==> config.mk <==
export PLATFORM = sky130hd
export DESIGN_NAME = eprisc_uart_ctrl
export DESIGN_NICKNAME = d
export VERILOG_FILES = /design/src/rtl/eprisc_uart_pkg.sv /design/src/rtl/eprisc_uart_ctrl_fifo.sv /design/src/rtl/eprisc_uart_ctrl.sv
export SDC_FILE = /design/constraint.sdc
export NUM_CORES = 1
export LEC_CHECK = 0
export CAP_MARGIN = 10
export CORE_ASPECT_RATIO = 1.4
export CORE_MARGIN = 5
export CORE_UTILIZATION = 57
export CTS_CLUSTER_SIZE = 25
export DETAILED_ROUTE_END_ITERATION = 10
export HOLD_SLACK_MARGIN = 0.08
export MAX_ROUTING_LAYER = met4
export PLACE_DENSITY = 0.85
export SKIP_CTS_REPAIR_TIMING = 1
export SYNTH_ARGS = -nofsm -noshare
export SYNTH_HDL_FRONTEND = slang
export SYNTH_HIERARCHICAL = 1
export SYNTH_SLANG_ARGS = --single-unit
==> constraint.sdc <==
create_clock -name iClk -period 3.95 [get_ports iClk]
set_input_delay 0.79 -clock iClk [delete_from_list [all_inputs] [get_ports iClk]]
set_output_delay 0.79 -clock iClk [all_outputs]
set_load 0.02 [all_outputs]
==> src/rtl/eprisc_uart_pkg.sv <==
// Shared definitions for the epRISC UART sequencer: register map, control bits, FSM states.
package eprisc_uart_pkg;

   localparam logic [1:0] ADDR_CTRL = 2'd0;
   localparam logic [1:0] ADDR_TX   = 2'd1;
   localparam logic [1:0] ADDR_RX   = 2'd2;

   localparam int BIT_RECV_EN  = 5;
   localparam int BIT_RECV_INT = 6;
   localparam int BIT_SEND     = 7;

   typedef enum logic [2:0] {
      sInit,
      sIdle,
      sRxRead,
      sTxPoll,
      sTxLoad,
      sTxGo
   } state_t;

endpackage

==> src/rtl/eprisc_uart_ctrl_fifo.sv <==
// Synchronous show-ahead FIFO; push into a full FIFO is accepted only alongside a pop.
module eprisc_sync_fifo #(
   parameter int WIDTH = 8,
   parameter int DEPTH = 8
) (
   input  logic             iClk,
   input  logic             iRst,
   input  logic [WIDTH-1:0] iData,
   input  logic             iPush,
   input  logic             iPop,
   output logic [WIDTH-1:0] oData,
   output logic             oFull,
   output logic             oEmpty
);

   localparam int AW = $clog2(DEPTH);

   logic [WIDTH-1:0] mem [DEPTH];
   logic [AW:0]      wrPtrReg;
   logic [AW:0]      rdPtrReg;
   logic             doPush;
   logic             doPop;

   // Extra pointer MSB tells a wrapped (full) FIFO from an empty one
   assign oEmpty = (wrPtrReg == rdPtrReg);
   assign oFull  = (wrPtrReg[AW] != rdPtrReg[AW]) &&
                   (wrPtrReg[AW-1:0] == rdPtrReg[AW-1:0]);
   assign doPop  = iPop && !oEmpty;
   assign doPush = iPush && (!oFull || doPop);
   assign oData  = oEmpty ? '0 : mem[rdPtrReg[AW-1:0]];

   always_ff @(posedge iClk) begin
      if (doPush) begin
         mem[wrPtrReg[AW-1:0]] <= iData;
      end
   end

   always_ff @(posedge iClk) begin
      if (iRst) begin
         wrPtrReg <= '0;
         rdPtrReg <= '0;
      end else begin
         if (doPush) wrPtrReg <= wrPtrReg + 1'b1;
         if (doPop)  rdPtrReg <= rdPtrReg + 1'b1;
      end
   end

endmodule

==> src/rtl/eprisc_uart_ctrl.sv <==
// Sequencer owning one epRISC UART register port: init write, TX poll/load/send, RX reads into a FIFO.
module eprisc_uart_ctrl
   import eprisc_uart_pkg::*;
#(
   parameter int          DEPTH    = 8,
   parameter logic [15:0] CFG      = 16'h0060,
   parameter int          POLL_GAP = 4
) (
   input  logic        iClk,
   input  logic        iRst,
   input  logic [7:0]  iTxData,
   input  logic        iTxValid,
   output logic        oTxReady,
   output logic [7:0]  oRxData,
   output logic        oRxValid,
   input  logic        iRxReady,
   output logic        oRxOverrun,
   input  logic        iClrOverrun,
   output logic [1:0]  oUAddr,
   output logic [15:0] oUData,
   input  logic [15:0] iUData,
   output logic        oUWrite,
   output logic        oUEnable,
   input  logic        iUInt
);

   localparam int GW = $clog2(POLL_GAP + 1);

   state_t         stateReg, stateNext;
   logic           rxPendReg;
   logic           overrunReg;
   logic           txAvailReg;
   logic [GW-1:0]  gapCntReg;
   logic           txPush, txPop, txFull, txEmpty;
   logic [7:0]     txHead;
   logic           rxPush, rxPop, rxFull, rxEmpty;
   logic           uEnable, uWrite;
   logic [1:0]     uAddr;
   logic [15:0]    uData;
   logic           unusedUData;

   assign unusedUData = ^iUData[15:8];

   assign oTxReady   = !txFull;
   assign txPush     = iTxValid && !txFull;
   assign txPop      = (stateReg == sTxGo);
   assign rxPush     = (stateReg == sRxRead);
   assign rxPop      = !rxEmpty && iRxReady;
   assign oRxValid   = !rxEmpty;
   assign oRxOverrun = overrunReg;

   eprisc_sync_fifo #(.WIDTH(8), .DEPTH(DEPTH)) txFifo (
      .iClk   (iClk),
      .iRst   (iRst),
      .iData  (iTxData),
      .iPush  (txPush),
      .iPop   (txPop),
      .oData  (txHead),
      .oFull  (txFull),
      .oEmpty (txEmpty)
   );

   eprisc_sync_fifo #(.WIDTH(8), .DEPTH(DEPTH)) rxFifo (
      .iClk   (iClk),
      .iRst   (iRst),
      .iData  (iUData[7:0]),
      .iPush  (rxPush),
      .iPop   (rxPop),
      .oData  (oRxData),
      .oFull  (rxFull),
      .oEmpty (rxEmpty)
   );

   always_ff @(posedge iClk) begin
      if (iRst) begin
         stateReg   <= sInit;
         rxPendReg  <= 1'b0;
         gapCntReg  <= '0;
         overrunReg <= 1'b0;
         txAvailReg <= 1'b0;
      end else begin
         stateReg <= stateNext;
         if (iUInt)                    rxPendReg <= 1'b1;
         else if (stateReg == sRxRead) rxPendReg <= 1'b0;
         if (stateReg == sTxPoll && iUData[BIT_SEND]) gapCntReg <= GW'(POLL_GAP);
         else if (gapCntReg != '0)                    gapCntReg <= gapCntReg - GW'(1);
         if (rxPush && rxFull && !rxPop) overrunReg <= 1'b1;
         else if (iClrOverrun)           overrunReg <= 1'b0;
         // TX work is seen one cycle after it lands; never stale across the pop
         txAvailReg <= !txEmpty && !txPop;
      end
   end

   always_comb begin
      stateNext = stateReg;
      uEnable   = 1'b0;
      uWrite    = 1'b0;
      uAddr     = ADDR_CTRL;
      uData     = '0;
      case (stateReg)
         sInit: begin
            uEnable   = 1'b1;
            uWrite    = 1'b1;
            uData     = CFG;
            stateNext = sIdle;
         end
         sIdle: begin
            // gapCnt of 1 is the last idle gap cycle, so the retry poll lands right after it
            if (rxPendReg)                               stateNext = sRxRead;
            else if (txAvailReg && gapCntReg <= GW'(1))  stateNext = sTxPoll;
         end
         sRxRead: begin
            uEnable   = 1'b1;
            uAddr     = ADDR_RX;
            stateNext = sIdle;
         end
         sTxPoll: begin
            uEnable   = 1'b1;
            stateNext = iUData[BIT_SEND] ? sIdle : sTxLoad;
         end
         sTxLoad: begin
            uEnable   = 1'b1;
            uWrite    = 1'b1;
            uAddr     = ADDR_TX;
            uData     = {8'h00, txHead};
            stateNext = sTxGo;
         end
         sTxGo: begin
            uEnable   = 1'b1;
            uWrite    = 1'b1;
            uData     = CFG | (16'h0001 << BIT_SEND);
            stateNext = sIdle;
         end
         default: stateNext = sInit;
      endcase
   end

   // UART port is released as soon as reset is asserted, abandoning any access
   assign oUEnable = uEnable && !iRst;
   assign oUWrite  = uWrite && !iRst;
   assign oUAddr   = iRst ? ADDR_CTRL : uAddr;
   assign oUData   = iRst ? 16'h0000 : uData;

endmodule
* Yosys cells after proc, flatten, opt, wreduce, memory -nomap -nowiden
Memories as Yosys holds them, arrays and structs flattened. A register that Yosys moved wholly into a read port is not among the register bits.
Index checks and enable logic that the tools add are counted.
W data, S select, Z words.
** Word-level totals
- Register bits after elaboration :: 25
- Output and inout port bits :: 31
- RAM bits :: 128
- Input bits :: 30
- Memories :: 2
- Logic and storage cells :: 89
** Memory list
- rxFifo.mem :: words 8, width 8, rd ports 1, clocked after memory_dff 1, write ports 1, line eprisc_uart_ctrl_fifo.sv:18 : logic [WIDTH-1:0] mem [DEPTH];
- txFifo.mem :: words 8, width 8, rd ports 1, clocked after memory_dff 1, write ports 1, line eprisc_uart_ctrl_fifo.sv:18
** Operators by class
- Order comparisons :: 1
- Reduce and logical (&&, ||, !) cells :: 33
- Add/sub/neg operators :: 5
- Eq/ne operators :: 12
- Multiplexer cells :: 26
** Operators by type and width (count)
- $mux W3 :: 9
- $pmux W8 S3 :: 1
- $add A4 B1 Y4 const B :: 4
- $mux W16 :: 1
- $mux W8 :: 2
- $logic_and A1 B1 Y1 :: 15
- $pmux W3 S4 :: 1
- $mux W1 :: 10
- $eq A4 B4 Y1 :: 2
- $logic_not A1 Y1 :: 7
- $eq A3 B2 Y1 const B :: 2
- $eq A3 B3 Y1 :: 2
- $eq A3 B3 Y1 const B :: 2
- $reduce_bool A2 Y1 :: 3
- $reduce_or A3 Y1 :: 2
- $reduce_or A5 Y1 :: 1
- $pmux W2 S2 :: 1
- $eq A3 B1 Y1 const B :: 1
- $le A3 B1 Y1 const B :: 1
- $logic_not A3 Y1 :: 1
- $ne A3 B3 Y1 const B :: 1
- $reduce_bool A3 Y1 :: 1
- $sub A3 B1 Y3 const B :: 1
- $logic_or A1 B1 Y1 :: 2
- 3 further kinds :: 4

* Longest topological paths before layout
- Depth in word-level cells :: 8
- Mapped depth :: 8
- Mapped depth without buffers :: 7

* Hierarchy
The synthesis kept the hierarchy.
** By module, submodules not included
- eprisc_sync_fifo :: sequential area each 2142.1 sq um, cells an instance 173, times used 2, area an instance 3094.2 sq um
- eprisc_uart_ctrl :: sequential area each 180.2 sq um, cells an instance 76, times used 1, area an instance 628.1 sq um

* Worst setup path before layout
OpenSTA, ideal clock, no wires.
- Path type :: reg2reg
- Start point :: register rxFifo.wrPtrReg[0]
- End point :: memory rxFifo.mem[0][0] (enable)
- Arrival time :: 2370 ps
- Data required time :: 3555 ps
- Cell stages (with the launch flop) :: 7
- Path buffers :: 1
- Clock period less this slack :: 2765 ps
- Setup time :: 395 ps
- Path slack :: 1185 ps
- Cell sequence :: dfxtp_1 buf_4 xor2_1 nor4_2 nor2b_1 o21ai_0 nor4_1
** On the way
- Word-level cells in the longest chain between the ends :: 8
- Elaborated cells on any way between the ends :: 11
- Those cells by class :: 2 x eq/ne; 2 x mux; 7 x reduce/logical
** Ends and longest elaborated chain
- start: declaration :: line eprisc_uart_ctrl_fifo.sv:19 : logic [AW:0] wrPtrReg;
- start signal: assignment :: line eprisc_uart_ctrl_fifo.sv:43 : if (doPush) wrPtrReg <= wrPtrReg + 1'b1;
- $eq A4 B4 Y1 :: line eprisc_uart_ctrl_fifo.sv:25 : assign oEmpty = (wrPtrReg == rdPtrReg);
- named net rxEmpty :: line eprisc_uart_ctrl.sv:36 : logic rxPush, rxPop, rxFull, rxEmpty;
- $logic_not A1 Y1 :: line eprisc_uart_ctrl.sv:48 : assign rxPop = !rxEmpty && iRxReady;
- $logic_and A1 B1 Y1 :: line eprisc_uart_ctrl.sv:48
- named net rxPop :: line eprisc_uart_ctrl.sv:36
- $logic_and A1 B1 Y1 :: line eprisc_uart_ctrl_fifo.sv:28 : assign doPop = iPop && !oEmpty;
- $logic_or A1 B1 Y1 :: line eprisc_uart_ctrl_fifo.sv:29 : assign doPush = iPush && (!oFull || doPop);
- $logic_and A1 B1 Y1 :: line eprisc_uart_ctrl_fifo.sv:29
- $mux W1 :: line eprisc_uart_ctrl_fifo.sv:33 : if (doPush) begin
- $mux W1 (implied by the code) :: line eprisc_uart_ctrl_fifo.sv:34 : mem[wrPtrReg[AW-1:0]] <= iData;
- end: declaration :: line eprisc_uart_ctrl_fifo.sv:18
The timed path passes the listed nets, and every way through them passes these cells.

* Worst setup path in the final report
- Start point :: input iRst
- End point :: output oUData[4]
** On the way
- Word-level cells in the longest chain between the ends :: 1
** Ends and longest elaborated chain
- start: declaration :: line eprisc_uart_ctrl.sv:10 : input logic iRst,
- $mux W16 :: line eprisc_uart_ctrl.sv:142 : assign oUData = iRst ? 16'h0000 : uData;
- end: declaration :: line eprisc_uart_ctrl.sv:20 : output logic [15:0] oUData,
Every way passes these cells.

==> impl_metrics.tcl <==
set metrics [dict create \
    r2r_cells 7 \
    start_kind "primary input" \
    boundaryPins 61 \
    power_density_nw_per_um2 465 \
    gr-usage-all-layers_pct 20.1 \
    ys_top_cells_by_area "edfxtp_1, mux4_2, dfxtp_1" \
    period_needed_ns 3.64 \
    rr_endpoint "rxFifo/mem[3][1]$_DFFE_PP_" \
    status "finished, final reports clean" \
    setup_viol 0 \
    avgSynthCellArea_um2 16.2 \
    route.detailed.vias_per_inst 5.81 \
    utilization_pct 68.4 \
    max_freq_mhz 275 \
    placement_rows 47 \
    synth.distinct_cells 52 \
    synth_ff_type "edfxtp_1" \
    place_congestion 0.825 \
    ys_top_cells_by_count "edfxtp_1, nor2_1, mux4_2" \
    die_h_um 139 \
    skew_ns 0.00992 \
    rsz0062_at_grt "false" \
    cp-endpoint "oUData[4]" \
    worstSetupEndpointType "output port" \
    grt-ovfl-total 0 \
    worst_pin_slew_ns 0.846 \
    yosysSeqAreaShare_pct 65.5 \
    hold_path.class "reg2reg" \
    syn_to_final_growth_pct 18.0 \
    clk_latency_ns 0.42 \
    setup-tns-final_ns 0 \
    placed_area_um2 7450 \
    synth_most_common_cell "edfxtp_1" \
    layout-drive-gt1-share_pct 22.2 \
    r2r_slack_ns 0.68 \
    grt_pass1_vias 4031 \
    post_drt_wl_per_cell_um 20.2 \
    r2r-start "rxFifo/wrPtrReg[0]$_SDFFE_PP0P_" \
    synth_edf_count 128 \
    yosys_warnings 6 \
    synth_async_sr_flop_share_pct 0 \
    crit_type "in2out" \
    fin_area_um2 8040 \
    crit_start "iRst" \
    clkTransAtPathRegs_ns 0.06 \
    yosysTopAreaCell "edfxtp_1" \
    drc_errors 0 \
    numPortBuffers 44 \
    core_um2 11800 \
    p_leak_nw 2.71 \
    dieArea_um2 14300 \
    cts_sinks 159 \
    max_slew_margin_pct 43.5 \
    cap_violations 0 \
    syn_inst 422 \
    vdd_ir_drop_max_mv 0.361 \
    total_power_mw 3.74 \
    grt_pass1_wl_mm 20.8 \
    drt_first_pass_iters 5 \
    cts_buffer_depth 2 \
    h-tree-depth 4 \
    num_vias 3756 \
    hold_viol_final 0 \
    synth_seq_cells 159 \
    synth_top_area_share_pct 56.4 \
    cts_tree "yes" \
    grt_start_max_net_pins 33 \
    die_w_um 102 \
    cp.arrival_ns 2.85 \
    diodes 0 \
    slew_violations 0 \
    first_iter_violations 183 \
    critPathMaxFanout 10 \
    fin_crit_sh_pct 92.2 \
    fin_nets 524 \
    dp_hpwl_mm 8.89 \
    required_ns 3.16 \
    cts_root_buf "clkbuf_16" \
    antenna_found_initial 0 \
    numCtsBuffers 17 \
    initial_utilization_pct 58.0 \
    ant_nets 0 \
    synth_area_um2 6820 \
    drt-total-wl_mm 13.0 \
]
-- worst max-delay path: stages --
cell	delay, ns
clkdlybuf4s50_1	0.62
nor3_2	0.61
and2_1	0.22
clkdlybuf4s50_1	0.61
-- worst min-delay path by stage --
stage	startpoint	end	slack (ns)	cells past startpoint
3_5_place_dp	gapCntReg[1]$_SDFFE_PP0P_	gapCntReg[1]$_SDFFE_PP0P_	0.51	2
6_report	gapCntReg[1]$_SDFFE_PP0P_	gapCntReg[1]$_SDFFE_PP0P_	0.52	2
2_1_floorplan	rxPendReg$_SDFFE_PP0P_	rxPendReg$_SDFFE_PP0P_	0.47	2
5_1_grt	rxFifo/rdPtrReg[3]$_SDFFE_PP0P_	rxFifo/rdPtrReg[3]$_SDFFE_PP0P_	0.54	2
4_1_cts	gapCntReg[1]$_SDFFE_PP0P_	gapCntReg[1]$_SDFFE_PP0P_	0.52	2
3_3_place_gp	gapCntReg[1]$_SDFFE_PP0P_	gapCntReg[1]$_SDFFE_PP0P_	0.49	2
-- logic make-up after synthesis --
kind of cell             Yosys count  synth area share (%)
AO/OA/AOI/OAI                     37                  4.41
XOR/XNOR                          17                  2.62
adder cells (fa/ha/maj)            8                  1.47
buffers and inverters             45                  3.67
flip-flops                       159                  65.5
multiplexers                      57                  14.3
other                              1                0.0550
AND/OR/NAND/NOR                   98                  7.97
-- sequential cells by signal (all words and copies together) (netlist names), named ones only --
name             count
rxPendReg            1
oRxOverrun           1
gapCntReg            3
txFifo/mem          64
rxFifo/rdPtrReg      4
rxFifo/wrPtrReg      4
txFifo/rdPtrReg      4
stateReg             3
txAvailReg           1
txFifo/wrPtrReg      4
rxFifo/mem          64
-- power by group --
| group | switching, mW | internal, mW | total [mW] |
|---|---|---|---|
| combinational | 0.134 | 0.105 | 0.239 |
| sequential | 0.0263 | 1.84 | 1.87 |
| clock | 0.678 | 0.955 | 1.63 |
| total | 0.838 | 2.90 | 3.74 |
-- per-stage QoR --
step	hold WS (ns)	std cells	setup slack, ns
after floorplan	0.466	429	1.19
after global placement	0.493	614	0.405
after detailed placement	0.507	614	0.333
after CTS	0.519	646	0.244
after global routing	0.543	646	0.118
final	0.521	646	0.307
-- final cells by class --
type                       instances  area [um2]
clock inverter                    14         169
clock buffer                      18         429
fill                             761        3720
inverter                          17        63.8
tap                              147         184
timing repair buffer              66         606
multi-input combinational        225        2130
sequential                       159        4460
-- layer usage --
metal	global-route usage, %	part of all wire [%]
met5	-	0
met4	7.46	2.2
met3	4.56	4.4
met2	35.4	56
met1	21.5	37
-- layout by cell type, fill, tap and decap left out, types with 3 or more instances in the layout --
master and instances:
buf_4 22, and2_1 6, xor2_2 4, inv_6 4, or3_1 4, mux2_2 4
inv_1 15, xor2_1 7, clkbuf_16 17, mux2i_1 21, nand2b_1 9, nor2b_1 7
dfxtp_1 31, o21ai_0 9, inv_8 4, nor3_1 9, ha_1 8, mux4_2 32
a21oi_1 8, nand3_1 3, nand4_1 4, edfxtp_1 128, nand2_1 4, nor2_1 37
xnor2_1 6, clkdlybuf4s50_1 44, conb_1 8
(Power assumes the default switching activity.)
